## src/rtl/food_map_ctrl_pkg.sv

```systemverilog
// Shared game constants for the food map: maze geometry, pellet budget, widths and FSM encoding.
package food_map_ctrl_pkg;

    localparam int unsigned MAP_ROWS       = 50;
    localparam int unsigned MAP_COLS       = 80;
    localparam int unsigned MAP_FOOD_TOTAL = 1200;
    localparam int unsigned TILE_PX        = 16;

    localparam int unsigned ROW_W      = 6;
    localparam int unsigned COL_W      = 7;
    localparam int unsigned FOOD_W     = 13;
    localparam int unsigned SCORE_W    = 16;
    localparam int unsigned BCD_DIGITS = 4;

    localparam logic [SCORE_W-1:0] SCORE_MAX = 16'h9999;

    localparam logic [2:0] ST_IDLE   = 3'd0;
    localparam logic [2:0] ST_INIT   = 3'd1;
    localparam logic [2:0] ST_D_ADDR = 3'd2;
    localparam logic [2:0] ST_D_DATA = 3'd3;
    localparam logic [2:0] ST_E_ADDR = 3'd4;
    localparam logic [2:0] ST_E_DATA = 3'd5;
    localparam logic [2:0] ST_E_WR   = 3'd6;

endpackage

```

## src/rtl/food_map_ctrl_bcd4_inc.sv

```systemverilog
// Four-digit BCD incrementer that sticks at 9999 instead of rolling over.
module bcd4_inc
    import food_map_ctrl_pkg::*;
(
    input  logic [SCORE_W-1:0] in_bcd,
    output logic [SCORE_W-1:0] out_bcd_c
);

    logic carry;

    // Ripple the +1 through the digits, lowest first
    always_comb begin
        out_bcd_c = in_bcd;
        carry     = 1'b1;
        if (in_bcd != SCORE_MAX) begin
            for (int i = 0; i < int'(BCD_DIGITS); i++) begin
                if (carry) begin
                    if (in_bcd[i*4 +: 4] >= 4'd9) begin
                        out_bcd_c[i*4 +: 4] = 4'd0;
                    end else begin
                        out_bcd_c[i*4 +: 4] = in_bcd[i*4 +: 4] + 4'd1;
                        carry               = 1'b0;
                    end
                end
            end
        end
    end

endmodule

```

## src/rtl/food_map_ctrl.sv

```systemverilog
// Food pellet map controller: sole owner of the single-port food RAM, serving display
// row fetches, pacman eat read-modify-writes and level (re)initialisation.
module food_map_ctrl
    import food_map_ctrl_pkg::*;
#(
    parameter int unsigned ROWS       = MAP_ROWS,
    parameter int unsigned COLS       = MAP_COLS,
    parameter int unsigned FOOD_TOTAL = MAP_FOOD_TOTAL
) (
    input  logic               clk,
    input  logic               rst_n,
    input  logic               init_start,
    output logic               init_busy,
    input  logic               disp_req,
    input  logic [ROW_W-1:0]   disp_row,
    output logic               disp_ack,
    output logic [COLS-1:0]    disp_data,
    input  logic               eat_req,
    input  logic [COL_W-1:0]   eat_x,
    input  logic [ROW_W-1:0]   eat_y,
    output logic               eat_ack,
    output logic               eat_hit,
    output logic [SCORE_W-1:0] score,
    output logic [FOOD_W-1:0]  food_left,
    output logic               level_clear,
    output logic [ROW_W-1:0]   mem_addr,
    output logic               mem_we,
    output logic [COLS-1:0]    mem_wdata,
    input  logic [COLS-1:0]    mem_rdata
);

    localparam int unsigned CNT_W = $clog2(ROWS + 1);

    logic [2:0]         state_q, state_d;
    logic [CNT_W-1:0]   cnt_q, cnt_d;
    logic [COL_W-1:0]   ex_q, ex_d;
    logic               init_busy_q, init_busy_d;
    logic               disp_ack_q, disp_ack_d;
    logic [COLS-1:0]    disp_data_q, disp_data_d;
    logic               eat_ack_q, eat_ack_d;
    logic               eat_hit_q, eat_hit_d;
    logic [SCORE_W-1:0] score_q, score_d;
    logic [FOOD_W-1:0]  food_left_q, food_left_d;
    logic               level_clear_q, level_clear_d;
    logic [ROW_W-1:0]   mem_addr_q, mem_addr_d;
    logic               mem_we_q, mem_we_d;
    logic [COLS-1:0]    mem_wdata_q, mem_wdata_d;
    logic [SCORE_W-1:0] score_inc_c;
    logic               ack_hold_c;
    logic               eat_oob_c;

    bcd4_inc u_bcd4_inc (
        .in_bcd    (score_q),
        .out_bcd_c (score_inc_c)
    );

    // An ack still visible means its requester has not dropped yet; skip one IDLE cycle
    assign ack_hold_c = disp_ack_q | eat_ack_q;
    assign eat_oob_c  = (32'(eat_x) >= COLS) || (32'(eat_y) >= ROWS);

    always_comb begin
        state_d     = state_q;
        cnt_d       = cnt_q;
        ex_d        = ex_q;
        init_busy_d = init_busy_q;
        disp_ack_d  = 1'b0;
        disp_data_d = disp_data_q;
        eat_ack_d   = 1'b0;
        eat_hit_d   = eat_hit_q;
        score_d     = score_q;
        food_left_d = food_left_q;
        mem_addr_d  = mem_addr_q;
        mem_we_d    = 1'b0;
        mem_wdata_d = mem_wdata_q;

        case (state_q)
            ST_IDLE: begin
                if (init_start) begin
                    state_d     = ST_INIT;
                    cnt_d       = CNT_W'(1);
                    init_busy_d = 1'b1;
                    mem_addr_d  = '0;
                    mem_we_d    = 1'b1;
                    mem_wdata_d = '1;
                    score_d     = '0;
                    food_left_d = FOOD_W'(FOOD_TOTAL);
                end else if (!ack_hold_c && disp_req) begin
                    state_d    = ST_D_ADDR;
                    mem_addr_d = disp_row;
                end else if (!ack_hold_c && eat_req) begin
                    ex_d = eat_x;
                    if (eat_oob_c) begin
                        eat_ack_d = 1'b1;
                        eat_hit_d = 1'b0;
                    end else begin
                        state_d    = ST_E_ADDR;
                        mem_addr_d = eat_y;
                    end
                end
            end
            // cnt_q is the next row to write; reset enters with it at 0
            ST_INIT: begin
                if (cnt_q == CNT_W'(ROWS)) begin
                    state_d     = ST_IDLE;
                    init_busy_d = 1'b0;
                end else begin
                    mem_addr_d  = ROW_W'(cnt_q);
                    mem_we_d    = 1'b1;
                    mem_wdata_d = '1;
                    cnt_d       = cnt_q + CNT_W'(1);
                end
            end
            ST_D_ADDR: state_d = ST_D_DATA;
            ST_D_DATA: begin
                state_d     = ST_IDLE;
                disp_data_d = mem_rdata;
                disp_ack_d  = 1'b1;
            end
            ST_E_ADDR: state_d = eat_req ? ST_E_DATA : ST_IDLE;
            ST_E_DATA: begin
                if (eat_req) begin
                    state_d     = ST_E_WR;
                    eat_ack_d   = 1'b1;
                    eat_hit_d   = mem_rdata[ex_q];
                    mem_we_d    = mem_rdata[ex_q];
                    mem_wdata_d = mem_rdata & ~(COLS'(1) << ex_q);
                end else begin
                    state_d = ST_IDLE;
                end
            end
            ST_E_WR: begin
                state_d = ST_IDLE;
                if (eat_hit_q) begin
                    score_d = score_inc_c;
                    if (food_left_q != '0) begin
                        food_left_d = food_left_q - FOOD_W'(1);
                    end
                end
            end
            default: state_d = ST_IDLE;
        endcase

        level_clear_d = (food_left_d == '0) && !init_busy_d;
    end

    always_ff @(posedge clk or negedge rst_n) begin
        if (!rst_n) begin
            state_q       <= ST_INIT;
            cnt_q         <= '0;
            ex_q          <= '0;
            init_busy_q   <= 1'b1;
            disp_ack_q    <= 1'b0;
            disp_data_q   <= '0;
            eat_ack_q     <= 1'b0;
            eat_hit_q     <= 1'b0;
            score_q       <= '0;
            food_left_q   <= FOOD_W'(FOOD_TOTAL);
            level_clear_q <= 1'b0;
            mem_addr_q    <= '0;
            mem_we_q      <= 1'b0;
            mem_wdata_q   <= '0;
        end else begin
            state_q       <= state_d;
            cnt_q         <= cnt_d;
            ex_q          <= ex_d;
            init_busy_q   <= init_busy_d;
            disp_ack_q    <= disp_ack_d;
            disp_data_q   <= disp_data_d;
            eat_ack_q     <= eat_ack_d;
            eat_hit_q     <= eat_hit_d;
            score_q       <= score_d;
            food_left_q   <= food_left_d;
            level_clear_q <= level_clear_d;
            mem_addr_q    <= mem_addr_d;
            mem_we_q      <= mem_we_d;
            mem_wdata_q   <= mem_wdata_d;
        end
    end

    assign init_busy   = init_busy_q;
    assign disp_ack    = disp_ack_q;
    assign disp_data   = disp_data_q;
    assign eat_ack     = eat_ack_q;
    assign eat_hit     = eat_hit_q;
    assign score       = score_q;
    assign food_left   = food_left_q;
    assign level_clear = level_clear_q;
    assign mem_addr    = mem_addr_q;
    assign mem_we      = mem_we_q;
    assign mem_wdata   = mem_wdata_q;

endmodule

```

## config.mk

```make
export PLATFORM = sky130hd
export DESIGN_NAME = food_map_ctrl
export DESIGN_NICKNAME = d
export VERILOG_FILES = /design/src/rtl/food_map_ctrl_pkg.sv /design/src/rtl/food_map_ctrl_bcd4_inc.sv /design/src/rtl/food_map_ctrl.sv
export SDC_FILE = /design/constraint.sdc
export NUM_CORES = 1
export LEC_CHECK = 0
export ABC_AREA = 1
export CAP_MARGIN = 20
export CORE_ASPECT_RATIO = 2
export CORE_UTILIZATION = 49
export DETAILED_ROUTE_END_ITERATION = 12
export PLACE_DENSITY = 0.82
export SLEW_MARGIN = 20
export SYNTH_ARGS = -nofsm -noshare
export SYNTH_HDL_FRONTEND = slang
export SYNTH_HIERARCHICAL = 1
export SYNTH_SLANG_ARGS = --single-unit
```

## constraint.sdc

```tcl
create_clock -name clk -period 2.1 [get_ports clk]
set_input_delay 0.21 -clock clk [delete_from_list [all_inputs] [get_ports clk]]
set_output_delay 0.21 -clock clk [all_outputs]
set_load 0.02 [all_outputs]
```

==> results of run 1 <==
-- stage by stage --
step | TNS, ns | hold WS [ns] | instances | util, %
finish | 0 | 0.2585 | 2009 | 70.64
global route | -0.1001 | 0.2902 | 2009 | 70.64
CTS | 0 | 0.2717 | 2007 | 70.42
detailed placement | -0.08350 | 0.2125 | 1970 | 67.34
global placement | -0.02989 | 0.2176 | 1970 | 67.34
floorplan | 0 | -0.08559 | 1391 | -
-- Yosys cell counts (6+ instances only) --
cell type	n
a31oi_1	14
nand4_1	8
ha_1	16
a21oi_1	86
nand2_2	7
nand2_1	310
o22ai_1	46
o21ai_1	11
nor2_1	114
a22oi_1	8
buf_2	24
inv_1	196
o21ai_0	145
clkbuf_1	36
dfstp_2	6
nand3_1	82
dfrtp_1	211
nor3_1	16
-- routing by layer --
metal / GRT usage [%] / wire length [um] / share of wire, %
met5: 0 / 0 / 0
met4: 31.37 / 4012 / 9.4
met3: 5.769 / 2578 / 6.1
met2: 68.68 / 22530 / 53
met1: 35.97 / 13430 / 32
-- worst max-delay path: cells and delay by family (launching register included) --
kind             cells  cell delay [ns]
AND/OR/NAND/NOR     11             1.21
flip-flops           1             0.48
AO/OA/AOI/OAI        1             0.25
-- repair_timing --
item,CTS,global route
gates resized for setup,1,11
hold buffers,1,0
pin swaps,0,5
cloned,0,0
setup buffers,0,2
setup endpoints to repair,2,40
endpoints found under the hold margin,62,0
-- state kept, by name (all words and copies together), names as in the netlist, 3 cells and up --
name	flops
mem_wdata	80
mem_addr	6
disp_data	80
state_q	3
food_left	13
cnt_q	6
ex_q	7
score	16
-- power by group through the flow --
stage	Clock, mW	Sequential [mW]	Combinational [mW]
after floorplan	0	7.22	3.96
after global placement	0	6.17	9.57
after detailed placement	0	6.20	9.69
after CTS	3.79	6.15	9.73
after global routing	3.92	6.28	10.5
final	3.75	6.16	9.89
-- cell type report --
| cell class | count | area share [%] |
|---|---|---|
| flip-flops and latches | 217 | 35.52 |
| multi-input cells | 906 | 28.95 |
| repair buffers | 374 | 24.03 |
| inverters | 203 | 4.992 |
| clock buffers | 25 | 3.660 |
| well taps | 273 | 2.230 |
| clock inverters | 11 | 0.6209 |
-- kinds of logic (layout without fill, tap and decap cells) --
group                    count (synthesis)  count (layout)  share of synthesized area [%]
adder cells (fa/ha/maj)                 16              16                          1.838
AO/OA/AOI/OAI                          326             326                          16.33
AND/OR/NAND/NOR                        559             559                          21.85
buffers and inverters                  268             613                          9.651
XOR/XNOR                                 5               5                         0.4021
flip-flops                             217             217                          49.93
-- worst min-delay path by stage --
stage | startpoint | endpoint | slack (ns) | cells past startpoint
after floorplan | rst_n | cnt_q[0] | -0.09 | 0
after global placement | rst_n | disp_data[55] | 0.22 | 1
after detailed placement | rst_n | disp_data[55] | 0.21 | 1
after CTS | rst_n | disp_data[55] | 0.27 | 2
after global routing | eat_x[0] | ex_q[0] | 0.29 | 3
final | rst_n | disp_data[55] | 0.26 | 2
==> impl_metrics.toml, run 1 <==
[pwr]
p_leak_nw = 6.789
pwr-share-comb_pct = 49.9
p_int_mw = 11.18
power_frac_seq_pct = 31.1
total_power_mw = 19.80
power_density_nw_per_um2 = 1293
vdd_drop_max_v = 0.0009194
clkPwrFrac_pct = 18.9
netSwitchingFraction_pct = 43.56
p_switching_mw = 8.625

[routing]
wl_per_cell_um = 21.18
drtIter0Drc = 847
firstDrtPassIters = 5
via_per_inst = 5.631
drc_errors = 0
ant_nets = 0
vias = 11313
drt_wl_total_um = 42550

[synthesis]
seq_area_frac_synth_pct = 49.93
synthTopCellsByArea = "dfrtp_1 (48%), nand2_1 (11%), inv_1 (6.8%)"
yosysWarnings = 6
yosys.cell_types.count = 49
syn_inst = 1391
ys_async_sr_fraction_pct = 100.0
yosys.area.top_type = "dfrtp_1"
synth.avg_cell_area_um2 = 7.829
syn_nets = 1511
syn_area_um2 = 10890
netlist.area_leader.share_pct = 48.48
ys.flop_type = "dfrtp_1"
synth-edff-count = 0
synth-seq-cells = 217

[clock_tree]
cts_tree = "built"
clock_latency_ns = 0.52
cts_buffer_depth = 3
path_clk_slew_ns = 0.07
htreeDepth = 1
cts-root-buf = "clkbuf_16"
cts_buffers = 21
cts.sinks = 217

[final_layout]
final_area_um2 = 15310
antenna_cells = 0
nFillCells = 1780
layout.nets = 1843
regArea_um2 = 5440
layout_commonest_cell = "nand2_1"
area_growth_pct = 40.63
drive_gt1_share_pct = 8.756
multi_input_area_um2 = 4433
mostFrequentLayoutCells = "nand2_1 (308), clkdlybuf4s50_1 (303), dfrtp_1 (209), inv_1 (195), o21ai_0 (144)"

[timing]
slew_viol_final = 0
finClkSkew_ns = 0.01098
timing.final.crit_period_ns = 2.065
worstMarginPinSlew_ns = 0.7980
post-route-period-util_pct = 98.34
final-setup-viol-count = 0
slew_headroom_pct = 46.80
rsz0062_at_grt = "yes"
fmax_mhz = 484.2
finalWorstSetupSlack_ns = 0.03480
hold_viol_final = 0

[floorplanning]
std_cell_rows = 76
die_area_um2 = 22860
io_pins = 305
core_area_um2 = 21680
start_util_pct = 50.23
die_w_um = 107.4
die_h_um = 212.8

[global_route]
grt_pass1_vias = 11512
grt_usage_pct = 37.46
grt_pass1_wl_um = 63180
overflow = 0
grt_max_degree = 140
antenna_found_initial = 0

[worst_setup_path]
start_kind = "flop"
arrival_ns = 2.46
crit_path_end = "mem_we"
cpPeakStageDelay_ns = 0.48
critical_path.startpoint = "ex_q[0]"
critPathSlowestCell = "dfrtp_1"
crit_chain = "nand2_1, nor2_1, a21oi_1, nand3_1, nand3_1, nand3_1, nand3_1, nand2_1, nand2_1, nand2_1, nand2_1, nand2_1"
path_max_fanout = 11
r2r-end = "mem_we"
end_kind = "flop"
cp_common_cell = "nand2_1"
setup.worst_path.class = "flop to flop"
required_ns = 2.50
rrSetupSlack_ns = 0.03
r2r_cells = 12
rr_startpoint = "ex_q[0]"

[worst_hold_path]
worstHoldPathType = "primary input to async pin"

[placed_design]
dp_hpwl_um = 32720
portBuffers = 304
place_ws_ns = -0.03665
gp_congestion = 1.021
placed_cell_area_um2 = 14600

[run_status]
status = "finished clean"

[run]
drv_cap = 0
Power figures use the tool's default switching activity.
==> run 2: changes to the inputs <==
- ABC_AREA: 1 -> default
- CORE_UTILIZATION: 49 -> 48
- PLACE_DENSITY: 0.82 -> 0.81
==> impl_metrics.toml, run 2 <==
[run_status]
status = "finished clean"

[timing]
slew_viol_final = 0
worstMarginPinSlew_ns = 0.6701
slew_headroom_pct = 55.33
fin_setup_tns_ns = 0
timing.final.crit_period_ns = 2.079
hold_slack_ns = 0.2119
hold_viol_final = 0
finClkSkew_ns = 0.01509
fmax_mhz = 481.1
final-setup-viol-count = 0
post-route-period-util_pct = 98.99

[pwr]
p_leak_nw = 6.350
power_density_nw_per_um2 = 1174
p_int_mw = 11.21
p_switching_mw = 7.050
power_frac_seq_pct = 32.7
pwr-share-comb_pct = 46.4
netSwitchingFraction_pct = 38.60
vdd_drop_max_v = 0.001043
clkPwrFrac_pct = 21.0
total_power_mw = 18.26

[clock_tree]
cts_buffers = 20
cts_buffer_depth = 3
htreeDepth = 1
path_clk_slew_ns = 0.07
clock_latency_ns = 0.52
cts.sinks = 217
cts_tree = "built"
cts-root-buf = "clkbuf_16"

[floorplanning]
die_area_um2 = 22600
die_h_um = 211.6
core_area_um2 = 21590
die_w_um = 106.8
io_pins = 305
std_cell_rows = 76
start_util_pct = 48.85

[synthesis]
synth.avg_cell_area_um2 = 9.994
synth-seq-cells = 217
seq_area_frac_synth_pct = 51.57
netlist.area_leader.share_pct = 50.08
synth_commonest_cells = "dfrtp_1 (211), nand2_1 (186), o21ai_0 (101)"
synth_most_common_cell = "dfrtp_1"
yosysWarnings = 6
synthTopCellsByArea = "dfrtp_1 (50%), nand2_1 (6.6%), mux2_2 (6.2%)"
yosys.cell_types.count = 68
syn_nets = 1175
syn_area_um2 = 10540
yosys.area.top_type = "dfrtp_1"
synth-edff-count = 0
syn_inst = 1055
ys.flop_type = "dfrtp_1"
ys_async_sr_fraction_pct = 100.0

[final_layout]
final_core_util_pct = 72.09
mostFrequentLayoutCells = "clkdlybuf4s50_1 (302), dfrtp_1 (205), nand2_1 (184), o21ai_0 (100), buf_4 (96)"
layout_commonest_cell = "clkdlybuf4s50_1"
area_growth_pct = 47.59
drive_gt1_share_pct = 19.46
final_area_um2 = 15560
antenna_cells = 0
layout.nets = 1550

[global_route]
overflow = 0
grt_usage_pct = 34.59
grt_pass1_vias = 10650
grt_pass1_wl_um = 58750
antenna_found_initial = 2
grt_max_degree = 75

[worst_setup_path]
path_max_fanout = 17
rrSetupSlack_ns = 0.02
rr_startpoint = "ex_q[2]"
path_buf_inv = 1
cpPeakStageDelay_ns = 0.56
critPathSlowestCell = "mux4_2"
end_kind = "flop"
critPathTopFamily = "multiplexers"
crit_chain = "buf_4, mux4_2, and3_1, a21oi_1, a41oi_2, o211ai_1"
setup.worst_path.class = "flop to flop"
start_kind = "flop"
required_ns = 2.53
r2r-end = "eat_hit"
arrival_ns = 2.51
r2r_cells = 6

[run]
drv_cap = 0

[routing]
drtIter0Drc = 814
ant_nets = 0
via_per_inst = 5.945
vias = 10208
firstDrtPassIters = 5
wl_per_cell_um = 22.46
drt_wl_total_um = 38560
drc_errors = 0

[placed_design]
dp_hpwl_um = 28390
placed_cell_area_um2 = 14680
gp_congestion = 0.9207
portBuffers = 304

[worst_hold_path]
worstHoldPathType = "primary input to async pin"
[run 2: changes by cell type in the layout (fill, tap and decap cells not counted), moves of 9 or more]
cell,previous run,this run
inv_1,195,12
nand2_1,308,184
nor2_1,111,26
nor3_1,14,84
mux2_2,0,58
nand3_1,82,33
o21ai_0,144,100
o22ai_1,46,2
buf_4,60,96
mux2i_1,0,34
mux4_2,0,16
a31oi_1,14,3
o21ai_1,11,1
nor2b_1,0,9
[run 2: what timing repair did]
item | 4_1_cts | 5_1_grt
hold buffers | 1 | 0
hold endpoints to repair | 51 | 0
gates resized for setup | 4 | 38
pin swaps | 0 | 10
setup endpoints to repair | 12 | 22
setup buffers | 2 | 4
[run 2: worst max-delay path by stage]
| stage | startpoint | end | cells after the start |
|---|---|---|---|
| detailed placement | eat_y[2] | mem_addr[0] | 8 |
| finish | ex_q[2] | eat_hit | 6 |
| floorplan | food_left[4] | level_clear | 7 |
| CTS | food_left[1] | level_clear | 7 |
| global route | food_left[1] | level_clear | 10 |
| global placement | eat_y[2] | mem_addr[4] | 8 |
[run 2: metrics by stage]
step,cells,setup WS [ns]
2_1_floorplan,1055,0.007752
3_3_place_gp,1674,-0.7527
3_5_place_dp,1674,-0.7376
4_1_cts,1713,0.01453
5_1_grt,1717,-0.02331
6_report,1717,0.02131
[run 2: cell type report]
class	instances	area [um^2]
clock inverters	10	108.9
multi-input cells	756	4950
well taps	273	341.6
clock buffers	26	564.3
fillers	1508	6025
flip-flops and latches	217	5445
repair buffers	417	4084
inverters	18	67.56
[run 2: cell families (layout without fill, tap and decap cells)]
logic type	Yosys count	count (layout)	synth area share, %
simple gates	400	400	18.12
compound gates	226	226	11.84
flops	217	217	51.57
mux	110	110	13.03
buf+inv	82	471	3.204
fa+ha+maj	16	16	1.899
xor+xnor	4	4	0.3323
[run 2: power groups by stage]
stage	Combinational, mW	Clock [mW]	Sequential, mW
final	8.47	3.83	5.97
after global routing	8.91	4.02	6.08
after CTS	8.33	3.87	5.94
after detailed placement	8.26	0	6.00
after global placement	8.13	0	5.95
after floorplan	3.20	0	6.95
[run 2: per-layer routing]
layer	part of all wire (%)	global-route usage [%]	vias up
met5	0.039	0	-
met1	32	34.39	4983
met2	51	61.11	537
met4	8.8	26.12	2
met3	7.7	8.313	179
li1	-	-	4507
[run 2: worst reg2reg max path, delay by kind of cell (launching register included)]
kind | cells | cell delay [ns]
simple gates | 1 | 0.21
mux | 1 | 0.57
buf+inv | 1 | 0.35
compound gates | 3 | 0.44
flops | 1 | 0.43
==> edit: new RTL, flow settings as in run 2 <==
The package constant `FOOD_W` goes from 13 to 17.
--- a/src/rtl/food_map_ctrl_pkg.sv
+++ b/src/rtl/food_map_ctrl_pkg.sv
@@ -10,3 +10,3 @@
     localparam int unsigned COL_W      = 7;
-    localparam int unsigned FOOD_W     = 13;
+    localparam int unsigned FOOD_W     = 17;
     localparam int unsigned SCORE_W    = 16;
Ports: changed (resized food_left); port bits go from 305 to 309. No check against the original RTL was run, so the function may have changed too.
==> edit against run 2 <==
  * Setup slack lost 0.21 ns
  * Synthesized area is 2.0% higher
  * Highest routed layer is now met4
  * Critical endpoint is now level_clear$_DFF_PN0_
  * Global-route usage grew 0.63 points
  * Power is 7.4% higher
  * Largest power group unchanged
  * Clock power increased by 13%
  * Non-clock buffer count increased by 63
  * Combinational power grew 8.1%
  * The flow now finishes with violations (negative setup slack)
  * Wire length grew 6.7%
  * Cell area increased by 5.9%
  * Cell count increased by 7.5%
  * Synthesized cell count rose by 6.1%
  * Sequential cell count is 4 higher
  * Via count grew 6.2%
==> edit: results (changes against run 2) <==
| Metric | Value |
|---|---|
| GP Congestion | 0.947 (+2.9%) |
| Setup WS post-layout | -0.184 ns (-0.205 ns) |
| Violated checks | negative setup slack |
| DR vias/cell | 5.87 (-1.2%) |
| Skew final | 0.0120 ns (-0.00308 ns) |
| Vias in the first global route | 11000 (+3.2%) |
| Net Sw Power | 7.54 mW (+6.9%) |
| Met1 usage | 0.362 (+0.0183) |
| IR drop worst, VDD | 0.914 mV (-12%) |
| Slowest cell on crit path | or4_1 |
| Met2 Wirelength | 21300 um (+7.5%) |
| Initial antenna violation count | 1 (-1) |
| Top sig layer | met4 |
| Count of final setup violators | 11 (+11) |
| Syn_nets | 1238 (+5.4%) |
| WL met3 | 3130 um (+5.1%) |
| Logic power comb | 9.16 mW (+8.1%) |
| Leak pwr | 6.75 nW (+6.3%) |
| Worst-path fanout max | 5 (-12) |
| Met2 Use GR | 0.620 (+0.00890) |
| Slowest stage delay, CP | 0.58 ns (+0.02 ns) |
| Worst path arrival time | 2.71 ns (+0.20 ns) |
| TritonCTS Buffers | 22 (+10%) |
| First-pass GRT wire length | 60400 um (+2.9%) |
| Top cells by count, synth | dfrtp_1, nand2_1, o21ai_0 |
| Status | finished, violations left |
## edit: changes by cell type in the layout (fill, tap and decap cells not counted), sizes merged, moves of 6 or more
cell	before	now
a21oi	91	101
clkbuf	26	32
nor2	29	42
mux2	58	47
o21ai	102	115
buf	113	170
nand3	36	23
mux2i	36	21
nand2	187	216
## edit: kinds of logic after synthesis
family,synth area share
fa+ha+maj,0.0175
xor+xnor,0.00244
compound gates,0.132
buf+inv,0.0328
flops,0.515
simple gates,0.196
mux,0.104
## edit: layout make-up
| class | instances | area, um2 | share of cell area |
|---|---|---|---|
| diodes | 1 | 2.50 | 0.000152 |
| clock buffers | 30 | 622 | 0.0377 |
| clock inverters | 10 | 153 | 0.00926 |
| inverters | 21 | 78.8 | 0.00478 |
| multi-input cells | 807 | 5140 | 0.312 |
| flip-flops and latches | 221 | 5550 | 0.337 |
| well taps | 276 | 345 | 0.0210 |
| repair buffers | 480 | 4600 | 0.279 |
